<file path="src/rtl/ws2812b_tx_peripheral.sv">
// WS2812B transmitter peripheral with a TinyQV byte register interface.
// Software loads G/R/B and an LED count, then writes a start bit. The block
// sends GRB x count as NRZ pulse-width bits on uo_out[1], MSB first, then
// holds the line low for the latch period.
//
// Register interface: data_write is a one-cycle write strobe, and data_in is
// sampled on the same clock edge. There is no back-pressure. data_out is a
// combinational decode of address. Reading 0xF (address==0xF, data_write=0)
// clears the done flag on the next edge.
module ws2812b_tx_peripheral #(
    parameter int CLK_HZ       = 64000000,
    parameter int T0H_CYCLES   = 26,
    parameter int T1H_CYCLES   = 51,
    parameter int BIT_CYCLES   = 80,
    parameter int RESET_CYCLES = 3840
) (
    input  logic       clk,
    input  logic       rst_n,
    input  logic [7:0] ui_in,
    output logic [7:0] uo_out,
    input  logic [3:0] address,
    input  logic       data_write,
    input  logic [7:0] data_in,
    output logic [7:0] data_out
);

    // The phase counter must reach the longest phase, which is the latch period.
    localparam int PW = $clog2(RESET_CYCLES + 1);
    localparam logic [PW-1:0] T0H_M1 = PW'(T0H_CYCLES - 1);
    localparam logic [PW-1:0] T1H_M1 = PW'(T1H_CYCLES - 1);
    localparam logic [PW-1:0] T0L_M1 = PW'(BIT_CYCLES - T0H_CYCLES - 1);
    localparam logic [PW-1:0] T1L_M1 = PW'(BIT_CYCLES - T1H_CYCLES - 1);
    localparam logic [PW-1:0] RST_M1 = PW'(RESET_CYCLES - 1);

    typedef enum logic [1:0] {
        S_IDLE  = 2'd0,
        S_HIGH  = 2'd1,
        S_LOW   = 2'd2,
        S_LATCH = 2'd3
    } state_t;

    state_t          r_state;
    state_t          w_next_state;
    logic [7:0]      r_reg_r;
    logic [7:0]      r_reg_g;
    logic [7:0]      r_reg_b;
    logic [7:0]      r_reg_count;
    logic [7:0]      r_sh_r;
    logic [7:0]      r_sh_g;
    logic [7:0]      r_sh_b;
    logic [23:0]     r_shift;
    logic [4:0]      r_bit_cnt;
    logic [7:0]      r_led_left;
    logic [PW-1:0]   r_phase;
    logic            r_busy;
    logic            r_done;
    logic            r_dout;
    logic            w_start_ok;
    logic            w_phase_end;
    logic            w_frame_end;
    logic            w_rd_status;
    logic [PW-1:0]   w_th_m1;
    logic [PW-1:0]   w_tl_m1;
    logic            w_unused;

    // ui_in and CLK_HZ are not used by the logic.
    assign w_unused = &{1'b0, ui_in, (CLK_HZ > 0)};

    assign w_start_ok  = data_write && (address == 4'h4) && data_in[0]
                         && (r_state == S_IDLE) && (r_reg_count != 8'd0);
    assign w_rd_status = (address == 4'hF) && !data_write;
    assign w_th_m1     = r_shift[23] ? T1H_M1 : T0H_M1;
    assign w_tl_m1     = r_shift[23] ? T1L_M1 : T0L_M1;
    assign w_frame_end = (r_state == S_LATCH) && w_phase_end;
    assign uo_out      = {6'b0, r_dout, 1'b0};

    // FSM state register.
    always_ff @(posedge clk or negedge rst_n) begin
        if (!rst_n) r_state <= S_IDLE;
        else        r_state <= w_next_state;
    end

    // Next-state logic and end-of-phase detection.
    always_comb begin
        w_next_state = r_state;
        w_phase_end  = 1'b0;
        unique case (r_state)
            S_IDLE: begin
                if (w_start_ok) w_next_state = S_HIGH;
            end
            S_HIGH: begin
                if (r_phase == w_th_m1) begin
                    w_phase_end  = 1'b1;
                    w_next_state = S_LOW;
                end
            end
            S_LOW: begin
                if (r_phase == w_tl_m1) begin
                    w_phase_end = 1'b1;
                    if ((r_bit_cnt != 5'd23) || (r_led_left > 8'd1)) w_next_state = S_HIGH;
                    else                                             w_next_state = S_LATCH;
                end
            end
            S_LATCH: begin
                if (r_phase == RST_M1) begin
                    w_phase_end  = 1'b1;
                    w_next_state = S_IDLE;
                end
            end
            default: w_next_state = S_IDLE;
        endcase
    end

    // Bit datapath: output register, phase counter, shift register and LED counters.
    always_ff @(posedge clk or negedge rst_n) begin
        if (!rst_n) begin
            r_dout     <= 1'b0;
            r_phase    <= '0;
            r_shift    <= 24'd0;
            r_bit_cnt  <= 5'd0;
            r_led_left <= 8'd0;
            r_sh_r     <= 8'd0;
            r_sh_g     <= 8'd0;
            r_sh_b     <= 8'd0;
        end else begin
            // Output is high exactly while the FSM is in HIGH.
            r_dout <= (w_next_state == S_HIGH);
            if (w_start_ok || w_phase_end) r_phase <= '0;
            else if (r_state != S_IDLE)    r_phase <= r_phase + 1'b1;
            if (w_start_ok) begin
                r_sh_r     <= r_reg_r;
                r_sh_g     <= r_reg_g;
                r_sh_b     <= r_reg_b;
                r_shift    <= {r_reg_g, r_reg_r, r_reg_b};
                r_bit_cnt  <= 5'd0;
                r_led_left <= r_reg_count;
            end else if ((r_state == S_LOW) && w_phase_end) begin
                if (r_bit_cnt != 5'd23) begin
                    r_shift   <= {r_shift[22:0], 1'b0};
                    r_bit_cnt <= r_bit_cnt + 5'd1;
                end else if (r_led_left > 8'd1) begin
                    r_shift    <= {r_sh_g, r_sh_r, r_sh_b};
                    r_bit_cnt  <= 5'd0;
                    r_led_left <= r_led_left - 8'd1;
                end
            end
        end
    end

    // Software-visible colour and count registers; writable at any time.
    always_ff @(posedge clk or negedge rst_n) begin
        if (!rst_n) begin
            r_reg_r     <= 8'd0;
            r_reg_g     <= 8'd0;
            r_reg_b     <= 8'd0;
            r_reg_count <= 8'd1;
        end else if (data_write) begin
            case (address)
                4'h0:    r_reg_r     <= data_in;
                4'h1:    r_reg_g     <= data_in;
                4'h2:    r_reg_b     <= data_in;
                4'h3:    r_reg_count <= data_in;
                default: ;
            endcase
        end
    end

    // Busy/done status; a completion beats a same-cycle read-clear.
    always_ff @(posedge clk or negedge rst_n) begin
        if (!rst_n) begin
            r_busy <= 1'b0;
            r_done <= 1'b0;
        end else begin
            if (w_start_ok)       r_busy <= 1'b1;
            else if (w_frame_end) r_busy <= 1'b0;
            if (w_frame_end)      r_done <= 1'b1;
            else if (w_start_ok)  r_done <= 1'b0;
            else if (w_rd_status) r_done <= 1'b0;
        end
    end

    // Read decode.
    always_comb begin
        data_out = 8'h00;
        case (address)
            4'h0:    data_out = r_reg_r;
            4'h1:    data_out = r_reg_g;
            4'h2:    data_out = r_reg_b;
            4'h3:    data_out = r_reg_count;
            4'hF:    data_out = {6'b0, r_done, r_busy};
            default: data_out = 8'h00;
        endcase
    end

endmodule

</file>
<file path="config.mk">
export PLATFORM = sky130hd
export DESIGN_NAME = ws2812b_tx_peripheral
export DESIGN_NICKNAME = d
export VERILOG_FILES = /design/src/rtl/ws2812b_tx_peripheral.sv
export SDC_FILE = /design/constraint.sdc
export NUM_CORES = 1
export LEC_CHECK = 0
export ABC_AREA = 1
export ABC_CLOCK_PERIOD_IN_PS = 2900
export CAP_MARGIN = 40
export CORE_ASPECT_RATIO = 2
export CORE_UTILIZATION = 40
export CTS_CLUSTER_SIZE = 8
export DETAILED_ROUTE_END_ITERATION = 16
export DONT_BUFFER_PORTS = 1
export HOLD_SLACK_MARGIN = 0.1
export PLACE_DENSITY_LB_ADDON = 0.1
export SYNTH_ARGS = -nofsm -noshare
export SYNTH_HDL_FRONTEND = slang
export SYNTH_SLANG_ARGS = --single-unit
</file>
<file path="constraint.sdc">
create_clock -name clk -period 2.9 [get_ports clk]
set_input_delay 0.145 -clock clk [delete_from_list [all_inputs] [get_ports clk]]
set_output_delay 0.145 -clock clk [all_outputs]
set_load 0.05 [all_outputs]
</file>
# After elaboration in Yosys (flattened, before gate mapping)
# Cells that the tools add are included.
# classes
n_addsub	3
n_mux	32
n_reduce_logical	26
magnitude_cmp	1
n_eq_ne	14
# ops
cell	n
24-bit 2-to-1 mux	4
8-bit one-hot mux with 5 select lines	1
8-bit 2-to-1 mux	4
12-bit by 6-bit == test with 1-bit output	2
12-bit 2-to-1 mux	2
5-bit 2-to-1 mux	4
12-bit by 1-bit adder with 12-bit output, second input constant	1
12-bit == test, second input constant	1
6-bit 2-to-1 mux	2
2-bit 2-to-1 mux	5
2-bit AND reduction	5
2-bit nonzero test	5
4-bit by 2-bit == test with 1-bit output, second input constant	2
8-bit by 1-bit greater-than comparator with 1-bit output, second input constant	1
1-bit 2-to-1 mux	8
2-bit one-hot mux with 4 select lines	1
8-bit nonzero test	1
8-bit by 1-bit subtractor with 8-bit output, second input constant	1
1-bit logical AND	7
3-bit nonzero test	2
5-bit by 1-bit adder with 5-bit output, second input constant	1
5-bit inequality test, second input constant	1
2-bit by 1-bit == test with 1-bit output, second input constant	2
2-bit == test, second input constant	2
other kinds (10)	11
# totals
word_cells	91
input_bits	23
out_inout_bits	16
regBits	110

# Longest topological paths before layout
# Gate-level depths: netlist of the first run.
# depth
depth_word	8
depth_mapped	12
ltp_nobuf	10

# Worst setup path before layout of the first run
# Ideal clock, no wire load.
# synth_timing
kind	reg-to-reg
start	reg r_bit_cnt[0]
end	reg r_shift[10]
arrival_time_ps	1578
slack_ps	1257
synth_period_minus_slack_ps	1643
setup_ps	65
required_ps	2835
path_stages_with_launch	12
path_buffers	1
path_cell_list	dfrtp_1 ha_1 nand3_1 nor2_4 inv_2 clkbuf_1 nand2_1 o21ai_0 nand2_1 nand2_1 nand3_1 nand2_1
# synth_between
elab_chain_cells	4
elab_cells_between_ends	6
cone_classes	eq/ne: 1; mux: 3; reduce/logical: 2
# synth_lines
item	line_no	text
start, declared	52	logic [4:0] r_bit_cnt;
start signal, assigned	140	r_bit_cnt <= r_bit_cnt + 5'd1;
5-bit inequality test *	138	if (r_bit_cnt != 5'd23) begin
24-bit 2-to-1 mux	138	
24-bit 2-to-1 mux	137	end else if ((r_state == S_LOW) && w_phase_end) begin
24-bit 2-to-1 mux	130	if (w_start_ok) begin
end signal, assigned	134	r_shift <= {r_reg_g, r_reg_r, r_reg_b};
end signal, assigned	139	r_shift <= {r_shift[22:0], 1'b0};
end signal, assigned	142	r_shift <= {r_sh_g, r_sh_r, r_sh_b};
end, declared	51	logic [23:0] r_shift;
# Mark *: on every way between the ends. The rest lies on a longest branch, timed or not. The select of a mux whose other input is x is not followed.
# A chain may end at the register's enable or synchronous reset.

# Final worst setup path of the first run
# layout_timing
start	reg r_reg_count[0]
end	reg r_shift[6]
# layout_between
elab_chain_cells	4
elab_cells_between_ends	6
cone_classes	mux: 1; reduce/logical: 5
# layout_lines
item	line_no	text
start, declared	47	logic [7:0] r_reg_count;
start signal, assigned	162	4'h3: r_reg_count <= data_in;
8-bit nonzero test *	70	&& (r_state == S_IDLE) && (r_reg_count != 8'd0);
1-bit logical AND *	70	
3-bit nonzero test (no line) / 2-bit nonzero test (equally long branches)	-	
2-bit AND reduction (no line)	-	
# Mark *: on every way between the ends. The rest lies on a longest branch, timed or not.

==> run_results.csv, run 1 <==
group,metric,value,unit
worst_setup_path,crit_arrival,2.89,ns
global_routing,gr-total-overflow,0,
worst_hold_path,min_path_cells,2,
final_layout,mostFrequentLayoutCells,"nand2_1 (310), dfrtp_1 (109), nand3_1 (101), o21ai_0 (63), inv_1 (62)",
clock_network,ctsResizeCount,0,
worst_setup_path,rrSetupSlack,0.25,ns
synthesis,netlist_instances,814,
run_status,status,"finished, final reports clean",
global_routing,grt.total_usage,24.42,%
floorplanning,die_h,174.3,um
clock_network,root_buffer,"clkbuf_16",
timing,fmax,377.0,MHz
final_layout,final_common_cell,"nand2_1",
final_layout,largest_registers,"r_shift x24, r_phase x12",
timing,tightest_slew,0.7615,ns
power_and_ir_drop,power.total,3.222,mW
floorplanning,ioPinCount,39,
worst_hold_path,min-delay-start,"data_in[0]",
synthesis,ys_seq_elements,110,
clock_network,clock-sinks,110,
global_routing,grt_pass1_wl,28300,um
floorplanning,core_region_area,14430,um^2
place,place_inst,981,
synthesis,synth_cell_type_count,32,
worst_hold_path,min_to,"r_reg_b[0]$_DFFE_PN0P_",
power_and_ir_drop,powerDensity,499.7,nW/um^2
synthesis,syn-cell-area,5938,um^2
final_layout,drive_above_1_share,5.767,%
clock_network,cts_max_level,3,
detailed_routing,first_pass_iters,5,
timing,tns,0,ns
floorplanning,die_w,88.16,um
detailed_routing,drt_iter0_drc,395,
clock_network,cts_tree,"done",
detailed_routing,drc,0,
clock_network,numCtsBuffers,9,
detailed_routing,vias,5273,
place,place_area,6043,um^2
global_routing,antenna_found_initial,0,
synthesis,synth-edff-count,0,
timing,relSlewSlack,49.16,%
final_layout,finalInstanceArea,6447,um^2
global_routing,grt_max_degree,111,
timing,setup_viol_count_final,0,
worst_setup_path,r2r_end,"r_shift[6]$_DFFE_PN0P_",
power_and_ir_drop,irDropWorstVdd,0.0002524,V
final_layout,fillers,1526,
worst_setup_path,reg2reg_depth,7,
timing,finalHoldViolCount,0,
detailed_routing,wl,17420,um
timing,slew_violations,0,
final_layout,regArea,2754,um^2
floorplanning,start_util,41.16,%
worst_setup_path,r2r-start,"r_reg_count[0]$_DFFE_PN1P_",
place,portBuffers,0,
detailed_routing,viasPerCell,5.236,
global_routing,first_global_vias,5309,
timing,finClkSkew,0.01173,ns
synthesis,synth_flop_cell,"dfrtp_1",
worst_setup_path,start_kind,"register",
clock_network,clk_latency,0.35,ns
synthesis,async_reset_ff_share,100.0,%
timing,rsz0062_at_grt,"false",
final_layout,multi_input_area,2756,um^2
final_layout,largest_reg_flops,24,
worst_setup_path,crit_type,"reg -> reg",
synthesis,syn_area_per_cell,7.295,um^2
worst_setup_path,cp_max_fo,26,
place,routabilityCongestion,0.8677,
final_layout,instances_no_fill,1007,
detailed_routing,wire_per_inst,17.30,um
detailed_routing,ant_nets,0,
synthesis,yosysSeqAreaShare,46.38,%
timing,post-route-period-util,91.48,%
synthesis,yosys_warnings,0,
job,max_cap_violations,0,
timing,post-route-min-period,2.653,ns
clock_network,path_clk_slew,0.07,ns
floorplanning,num_rows,62,
final_layout,diodes,0,
floorplanning,die_area,15370,um^2
clock_network,clk_path_buf_depth,2,
worst_setup_path,crit_path_end_kind,"register",
worst_setup_path,required,3.14,ns
final_layout,areaGrowthSynthToFinish,8.576,%
worst_hold_path,hp-class,"in -> reg",
place,dp_hpwl,12100,um
power_and_ir_drop,p_leak,3.405,nW
final_layout,nets,837,
final_layout,top_register,"r_shift",
timing,holdWs,0.1141,ns
-- cell families after synthesis --
logic type	synth area share, %
XOR/XNOR	1.180
flip-flops	46.38
buffers and inverters	7.691
other	0.06315
adder cells (fa/ha/maj)	0.8428
AO/OA/AOI/OAI	7.522
AND/OR/NAND/NOR	36.33
-- how the worst max path moves through the flow --
stage | start | endpoint | depth (start not counted)
2_1_floorplan | r_bit_cnt[0]$_DFFE_PN0P_ | r_shift[10]$_DFFE_PN0P_ | 11
3_3_place_gp | r_reg_count[0]$_DFFE_PN1P_ | r_shift[15]$_DFFE_PN0P_ | 7
3_5_place_dp | r_reg_count[0]$_DFFE_PN1P_ | r_shift[5]$_DFFE_PN0P_ | 7
4_1_cts | r_reg_count[0]$_DFFE_PN1P_ | r_shift[6]$_DFFE_PN0P_ | 7
5_1_grt | r_reg_count[0]$_DFFE_PN1P_ | r_shift[20]$_DFFE_PN0P_ | 7
6_report | r_reg_count[0]$_DFFE_PN1P_ | r_shift[6]$_DFFE_PN0P_ | 7
-- where the power goes --
part	switching, mW	internal [mW]	total (mW)
combinational	0.197	0.0686	0.265
sequential	0.106	1.63	1.73
clock	0.586	0.635	1.22
total	0.890	2.33	3.22
-- metrics by stage --
| stage | util, % | worst slack (ns) |
|---|---|---|
| floorplan | - | 1.257 |
| global placement | 41.88 | 0.3665 |
| detailed placement | 41.88 | 0.2791 |
| CTS | 44.68 | 0.2632 |
| global route | 44.68 | 0.04588 |
| finish | 44.68 | 0.2471 |
-- cell usage after synthesis (5+ instances only) --
master	number	area share [%]
nand3_1	101	8.5
buf_4	13	1.6
o21ai_0	63	5.3
a21oi_1	6	0.51
buf_2	17	1.4
nor3_1	6	0.51
nand4_1	14	1.5
nand2_2	5	0.53
inv_1	62	3.9
clkbuf_1	7	0.44
nand2_1	310	20
xor2_1	6	0.88
nor2_2	6	0.63
o21ai_1	12	1.0
nor2_1	47	3.0
dfrtp_1	109	46
-- what timing repair did --
item	in CTS	in global routing
setup endpoints to repair	0	0
endpoints found under the hold margin	136	0
setup buffers	0	0
hold buffers	10	0
-- layout make-up --
type / count / share of cell area [%]
well taps: 192 / 3.726
clock buffers: 12 / 3.978
flip-flops and latches: 110 / 42.71
repair buffers: 16 / 2.523
inverters: 66 / 3.842
clock inverters: 4 / 0.4657
multi-input cells: 607 / 42.75
-- worst max-delay path: stages (launching register included) --
cell	delay, ns
dfstp_2	0.57
nor2_1	0.06
nand4_2	0.29
nand3_2	0.46
nand2_2	0.45
nand2_2	0.44
nand2_1	0.18
nand2_1	0.06
-- metal layers --
metal	up-vias	track usage, %	part of all wire [%]
li1	2582	-	-
met1	2535	26.70	38
met2	117	44.93	54
met3	39	3.181	3.2
met4	0	11.49	4.7
met5	-	0	0
No activity file was read; power rests on OpenSTA's default activity.
==> run 2: changes to the inputs <==
CTS_BUF_LIST = sky130_fd_sc_hd__clkbuf_4 sky130_fd_sc_hd__clkbuf_8   (was unset)
==> run 2 against run 1 <==
Compared with the run above: cell area fell by 1.4%; setup slack got worse by 0.019 ns; via count rose by 0.44%; critical path depth did not move; sequential share of layout area rose by 0.59 points; sequential power barely moved; clock skew rose by 0.0016 ns; critical path type unchanged; non-clock buffer count rose by 1; cell count barely moved; hold slack improved by 0.0028 ns; critical endpoint unchanged; wire length fell by 0.52%; maximum frequency fell by 0.70%.
==> run_results.csv, run 2 (synthesis gave the netlist of run 1 again) <==
group,metric,value,unit
final_layout,diodes,0,
place,routabilityCongestion,0.8677,
worst_hold_path,min_path_cells,3,
worst_setup_path,worstPathBufferInverterCount,0,
clock_network,cts_tree,"done",
place,place_ws,0.2791,ns
global_routing,gr-total-overflow,0,
timing,slew_violations,0,
place,dp_hpwl,12100,um
global_routing,antenna_found_initial,0,
final_layout,largest_reg_flops,24,
floorplanning,core_region_area,14430,um^2
detailed_routing,drc,0,
worst_setup_path,required,3.17,ns
timing,finClkSkew,0.01334,ns
worst_setup_path,crit_arrival,2.94,ns
final_layout,mostFrequentLayoutCells,"nand2_1 (310), dfrtp_1 (109), nand3_1 (101), o21ai_0 (63), inv_1 (62)",
clock_network,ctsResizeCount,0,
timing,finalHoldViolCount,0,
worst_setup_path,rrSetupSlack,0.23,ns
final_layout,largest_registers,"r_shift x24, r_phase x12",
power_and_ir_drop,p_leak,3.366,nW
clock_network,root_buffer,"clkbuf_8",
timing,tightest_slew,0.7690,ns
worst_setup_path,r2r_end,"r_shift[6]$_DFFE_PN0P_",
final_layout,finalInstanceArea,6360,um^2
detailed_routing,drt_iter0_drc,355,
final_layout,top_register,"r_shift",
worst_hold_path,hp-class,"in -> reg",
global_routing,first_global_vias,5299,
worst_setup_path,r2r-start,"r_reg_count[0]$_DFFE_PN1P_",
clock_network,clk_path_buf_depth,2,
place,place_area,6043,um^2
power_and_ir_drop,irDropWorstVdd,0.0002262,V
run_status,status,"finished, final reports clean",
clock_network,numCtsBuffers,9,
clock_network,clk_latency,0.38,ns
worst_setup_path,crit_type,"reg -> reg",
global_routing,grt_max_degree,111,
detailed_routing,ant_nets,0,
detailed_routing,wire_per_inst,17.20,um
power_and_ir_drop,powerDensity,459.7,nW/um^2
timing,tns,0,ns
clock_network,path_clk_slew,0.11,ns
place,portBuffers,0,
timing,post-route-min-period,2.672,ns
worst_setup_path,cp_max_fo,26,
detailed_routing,vias,5296,
detailed_routing,viasPerCell,5.254,
worst_setup_path,reg2reg_depth,7,
worst_hold_path,min_to,"r_done$_DFFE_PN0P_",
power_and_ir_drop,power.total,2.924,mW
detailed_routing,wl,17330,um
global_routing,grt_pass1_wl,28260,um
worst_setup_path,start_kind,"register",
worst_setup_path,path_cells,"nor2_1, nand4_2, nand3_2, nand2_2, nand2_2, nand2_1, nand2_1",
timing,relSlewSlack,48.66,%
worst_setup_path,crit_path_end_kind,"register",
final_layout,areaGrowthSynthToFinish,7.101,%
final_layout,final_common_cell,"nand2_1",
global_routing,grt.total_usage,24.40,%
worst_setup_path,crit_slowest_cell,"dfstp_2",
job,max_cap_violations,0,
floorplanning,die_w,88.16,um
clock_network,cts_max_level,3,
timing,setup_viol_count_final,0,
final_layout,nets,838,
worst_hold_path,min-delay-start,"address[1]",
timing,fmax,374.3,MHz
floorplanning,die_h,174.3,um
timing,rsz0062_at_grt,"false",
floorplanning,start_util,41.16,%
worst_setup_path,cp_top_family,"simple AND/OR/NAND/NOR gates",
floorplanning,num_rows,62,
timing,layout_setup_ws,0.2285,ns
worst_setup_path,slowest_delay,0.59,ns
timing,post-route-period-util,92.12,%
final_layout,drive_above_1_share,5.882,%
detailed_routing,first_pass_iters,6,
floorplanning,die_area,15370,um^2
floorplanning,ioPinCount,39,
clock_network,clock-sinks,110,
-- run 2: layer usage --
metal / up-vias / share of wire, % / GRT usage, %
met1: 2546 / 37 / 26.43
met3: 40 / 3.4 / 3.086
met5: - / 0 / 0
li1: 2583 / - / -
met2: 127 / 55 / 45.45
met4: 0 / 4.3 / 11.02
-- run 2: area by class of cell --
type                            count  area [um^2]
Clock buffer                       12        158.9
Clock inverter                      4        30.03
Fill cell                        1535         8069
Inverter                           66        247.7
Multi-Input combinational cell    607         2756
Sequential cell                   110         2754
Tap cell                          192        240.2
Timing Repair Buffer               17        172.7
-- run 2: worst min-delay path, cell delays in order --
cell,delay [ns]
nand4_1,0.07
o21ai_0,0.07
o21ai_0,0.17
-- run 2: worst max path at each step --
stage,start,to,cells past startpoint
after global routing,r_reg_count[0]$_DFFE_PN1P_,r_shift[20]$_DFFE_PN0P_,7
final,r_reg_count[0]$_DFFE_PN1P_,r_shift[6]$_DFFE_PN0P_,7
after CTS,r_reg_count[0]$_DFFE_PN1P_,r_shift[5]$_DFFE_PN0P_,7
after global placement,r_reg_count[0]$_DFFE_PN1P_,r_shift[15]$_DFFE_PN0P_,7
after floorplan,r_bit_cnt[0]$_DFFE_PN0P_,r_shift[10]$_DFFE_PN0P_,11
after detailed placement,r_reg_count[0]$_DFFE_PN1P_,r_shift[5]$_DFFE_PN0P_,7
-- run 2: report_power, final --
part	switching (mW)	total, mW	internal, mW
registers	0.106	1.73	1.63
logic	0.197	0.266	0.0695
clock network	0.549	0.923	0.374
-- run 2: per-stage QoR --
| stage | utilization (%) | cells | hold slack [ns] |
|---|---|---|---|
| after CTS | 44.08 | 1008 | 0.1031 |
| after global routing | 44.08 | 1008 | 0.1651 |
| after detailed placement | 41.88 | 981 | -0.1476 |
| final | 44.08 | 1008 | 0.1169 |
| after floorplan | - | 820 | -0.1506 |
| after global placement | 41.88 | 981 | -0.1479 |
-- run 2: repair_timing --
action,in CTS,in global routing
hold buffers,11,0
buffers inserted,0,0
endpoints found under the hold margin,141,0
==> run 3: changes to the inputs <==
SETUP_SLACK_MARGIN = 0.3   (was unset)
==> run 3 against run 2 <==
Compared with the run above: the run now ends with hold timing left; clock power barely moved; global-route usage shrank 0.088 points; maximum frequency is 11% higher; register-to-register slack better by 0.27 ns; combinational power decreased by 14%; first-iteration DRC count rose by 9.3%; sequential share of layout area grew 0.19 points; count of clock-buffer cells in the layout unchanged; via count is 0.74% lower; critical path type unchanged; critical endpoint is now r_shift[14]$_DFFE_PN0P_; largest cell class unchanged.
==> run_results.csv, run 3 (synthesis gave the netlist of run 1 again) <==
group,metric,value,unit
detailed_routing,drc,0,
final_layout,fillers,1536,
final_layout,diodes,0,
clock_network,cts_tree,"done",
clock_network,cts_max_level,3,
timing,finClkSkew,0.01143,ns
final_layout,instances_no_fill,1006,
floorplanning,die_h,174.3,um
timing,slew_violations,0,
final_layout,largest_reg_flops,24,
timing,finalHoldViolCount,110,
timing,post-route-min-period,2.399,ns
global_routing,first_global_vias,5304,
worst_setup_path,cp_max_fo,22,
detailed_routing,drt_iter0_drc,388,
final_layout,mostFrequentLayoutCells,"nand2_1 (310), dfrtp_1 (109), nand3_1 (101), o21ai_0 (63), inv_1 (62)",
global_routing,gr-total-overflow,0,
final_layout,nets,836,
clock_network,root_buffer,"clkbuf_8",
clock_network,numCtsBuffers,9,
global_routing,antenna_found_initial,0,
power_and_ir_drop,powerDensity,455.8,nW/um^2
timing,tightest_slew,0.7650,ns
timing,fmax,416.8,MHz
worst_setup_path,start_kind,"register",
global_routing,grt_pass1_wl,28160,um
final_layout,areaGrowthSynthToFinish,6.637,%
detailed_routing,wl,17220,um
run_status,status,"finished, violations left",
global_routing,grt.total_usage,24.31,%
worst_setup_path,crit_type,"reg -> reg",
place,place_inst,981,
power_and_ir_drop,irDropWorstVdd,0.0002261,V
detailed_routing,vias,5257,
clock_network,clock-sinks,110,
final_layout,largest_registers,"r_shift x24, r_phase x12",
timing,setup_viol_count_final,0,
power_and_ir_drop,switching_share,28.38,%
final_layout,final_common_cell,"nand2_1",
power_and_ir_drop,pwr-share-seq,60.1,%
worst_setup_path,crit_arrival,2.71,ns
floorplanning,die_w,88.16,um
place,dp_hpwl,12100,um
floorplanning,core_region_area,14430,um^2
clock_network,ctsHoldBuffers,9,
worst_hold_path,hp-class,"in -> async",
floorplanning,ioPinCount,39,
clock_network,clk_latency,0.38,ns
floorplanning,start_util,41.16,%
final_layout,top_register,"r_shift",
power_and_ir_drop,combPwrFrac,8.0,%
timing,relSlewSlack,48.93,%
detailed_routing,first_pass_iters,5,
power_and_ir_drop,p_leak,3.351,nW
worst_setup_path,crit_path_end_kind,"register",
global_routing,grt_max_degree,111,
run_status,failed_checks,"hold timing",
power_and_ir_drop,pwr-share-clk,31.9,%
floorplanning,num_rows,62,
timing,rsz0062_at_grt,"false",
timing,post-route-period-util,82.73,%
floorplanning,die_area,15370,um^2
timing,tns,0,ns
place,routabilityCongestion,0.8677,
final_layout,drive_above_1_share,5.774,%
worst_setup_path,required,3.21,ns
timing,holdWs,-0.5551,ns
clock_network,clk_path_buf_depth,2,
job,max_cap_violations,0,
place,portBuffers,0,
final_layout,fin_util,43.89,%
detailed_routing,viasPerCell,5.226,
clock_network,path_clk_slew,0.11,ns
detailed_routing,ant_nets,0,
detailed_routing,wire_per_inst,17.11,um
power_and_ir_drop,p_sw,0.8193,mW
power_and_ir_drop,power.internal,2.067,mW
[run 3: cell count changes in the layout (fill, tap and decap cells not counted), sizes merged]
cell and delta:
buf -1, dlygate4sd3 -1
[run 3: cell type report]
type,instances,area (um^2),area share (%)
Timing Repair Buffer,15,135.1,2.134
Multi-Input combinational cell,607,2766,43.69
Clock buffer,12,158.9,2.509
Inverter,66,247.7,3.912
Sequential cell,110,2754,43.49
Clock inverter,4,30.03,0.4742
Tap cell,192,240.2,3.794
[run 3: final timing paths]
kind                                             from                      end  slack, ns  cells past startpoint
hold / removal                                  rst_n   r_phase[4]$_DFFE_PN0P_      -0.56                      0
setup / recovery           r_reg_count[0]$_DFFE_PN1P_  r_shift[14]$_DFFE_PN0P_       0.50                      7
max in group asynchronous                       rst_n  r_shift[20]$_DFFE_PN0P_       3.25                      0
setup reg to reg           r_reg_count[0]$_DFFE_PN1P_  r_shift[14]$_DFFE_PN0P_       0.50                      7
min in group clk                           address[1]       r_done$_DFFE_PN0P_       0.12                      3
hold reg to reg                r_shift[4]$_DFFE_PN0P_   r_shift[4]$_DFFE_PN0P_       0.48                      2
[run 3: what timing repair did]
action                                 CTS  global route
setup endpoints to repair               26            26
gates cloned                             0             0
endpoints found under the hold margin  141           110
gates resized for setup                  1             1
setup buffers                            0             0
[run 3: worst max-delay path, cell delays in order (launching register included)]
cell	delay, ns
dfstp_2	0.59
nor2_1	0.06
nand4_2	0.28
nand3_2	0.48
nand2_4	0.38
buf_4	0.33
nand3_1	0.11
nand2_1	0.08
[run 3: per-stage QoR]
step           setup slack [ns]  cell area (um^2)  power [mW]
3_3_place_gp             0.3665              6043       1.971
2_1_floorplan             1.257              5961       1.904
4_1_cts                  0.4129              6327       2.915
5_1_grt                  0.3233              6332       3.006
3_5_place_dp             0.2791              6043       1.982
6_report                 0.5008              6332       2.886
[run 3: layer usage]
metal | share of wire, % | up-vias | global-route usage (%)
met5 | 0 | - | 0
met3 | 3.4 | 36 | 3.086
li1 | - | 2580 | -
met1 | 37 | 2527 | 26.15
met2 | 55 | 114 | 45.38
met4 | 4.3 | 0 | 11.16
[run 3: power by group through the flow]
stage          clock (mW)  sequential [mW]  combinational, mW
2_1_floorplan           0             1.72              0.187
3_3_place_gp            0             1.76              0.212
3_5_place_dp            0             1.76              0.220
4_1_cts             0.952             1.73              0.231
5_1_grt              1.01             1.74              0.257
6_report            0.922             1.73              0.230
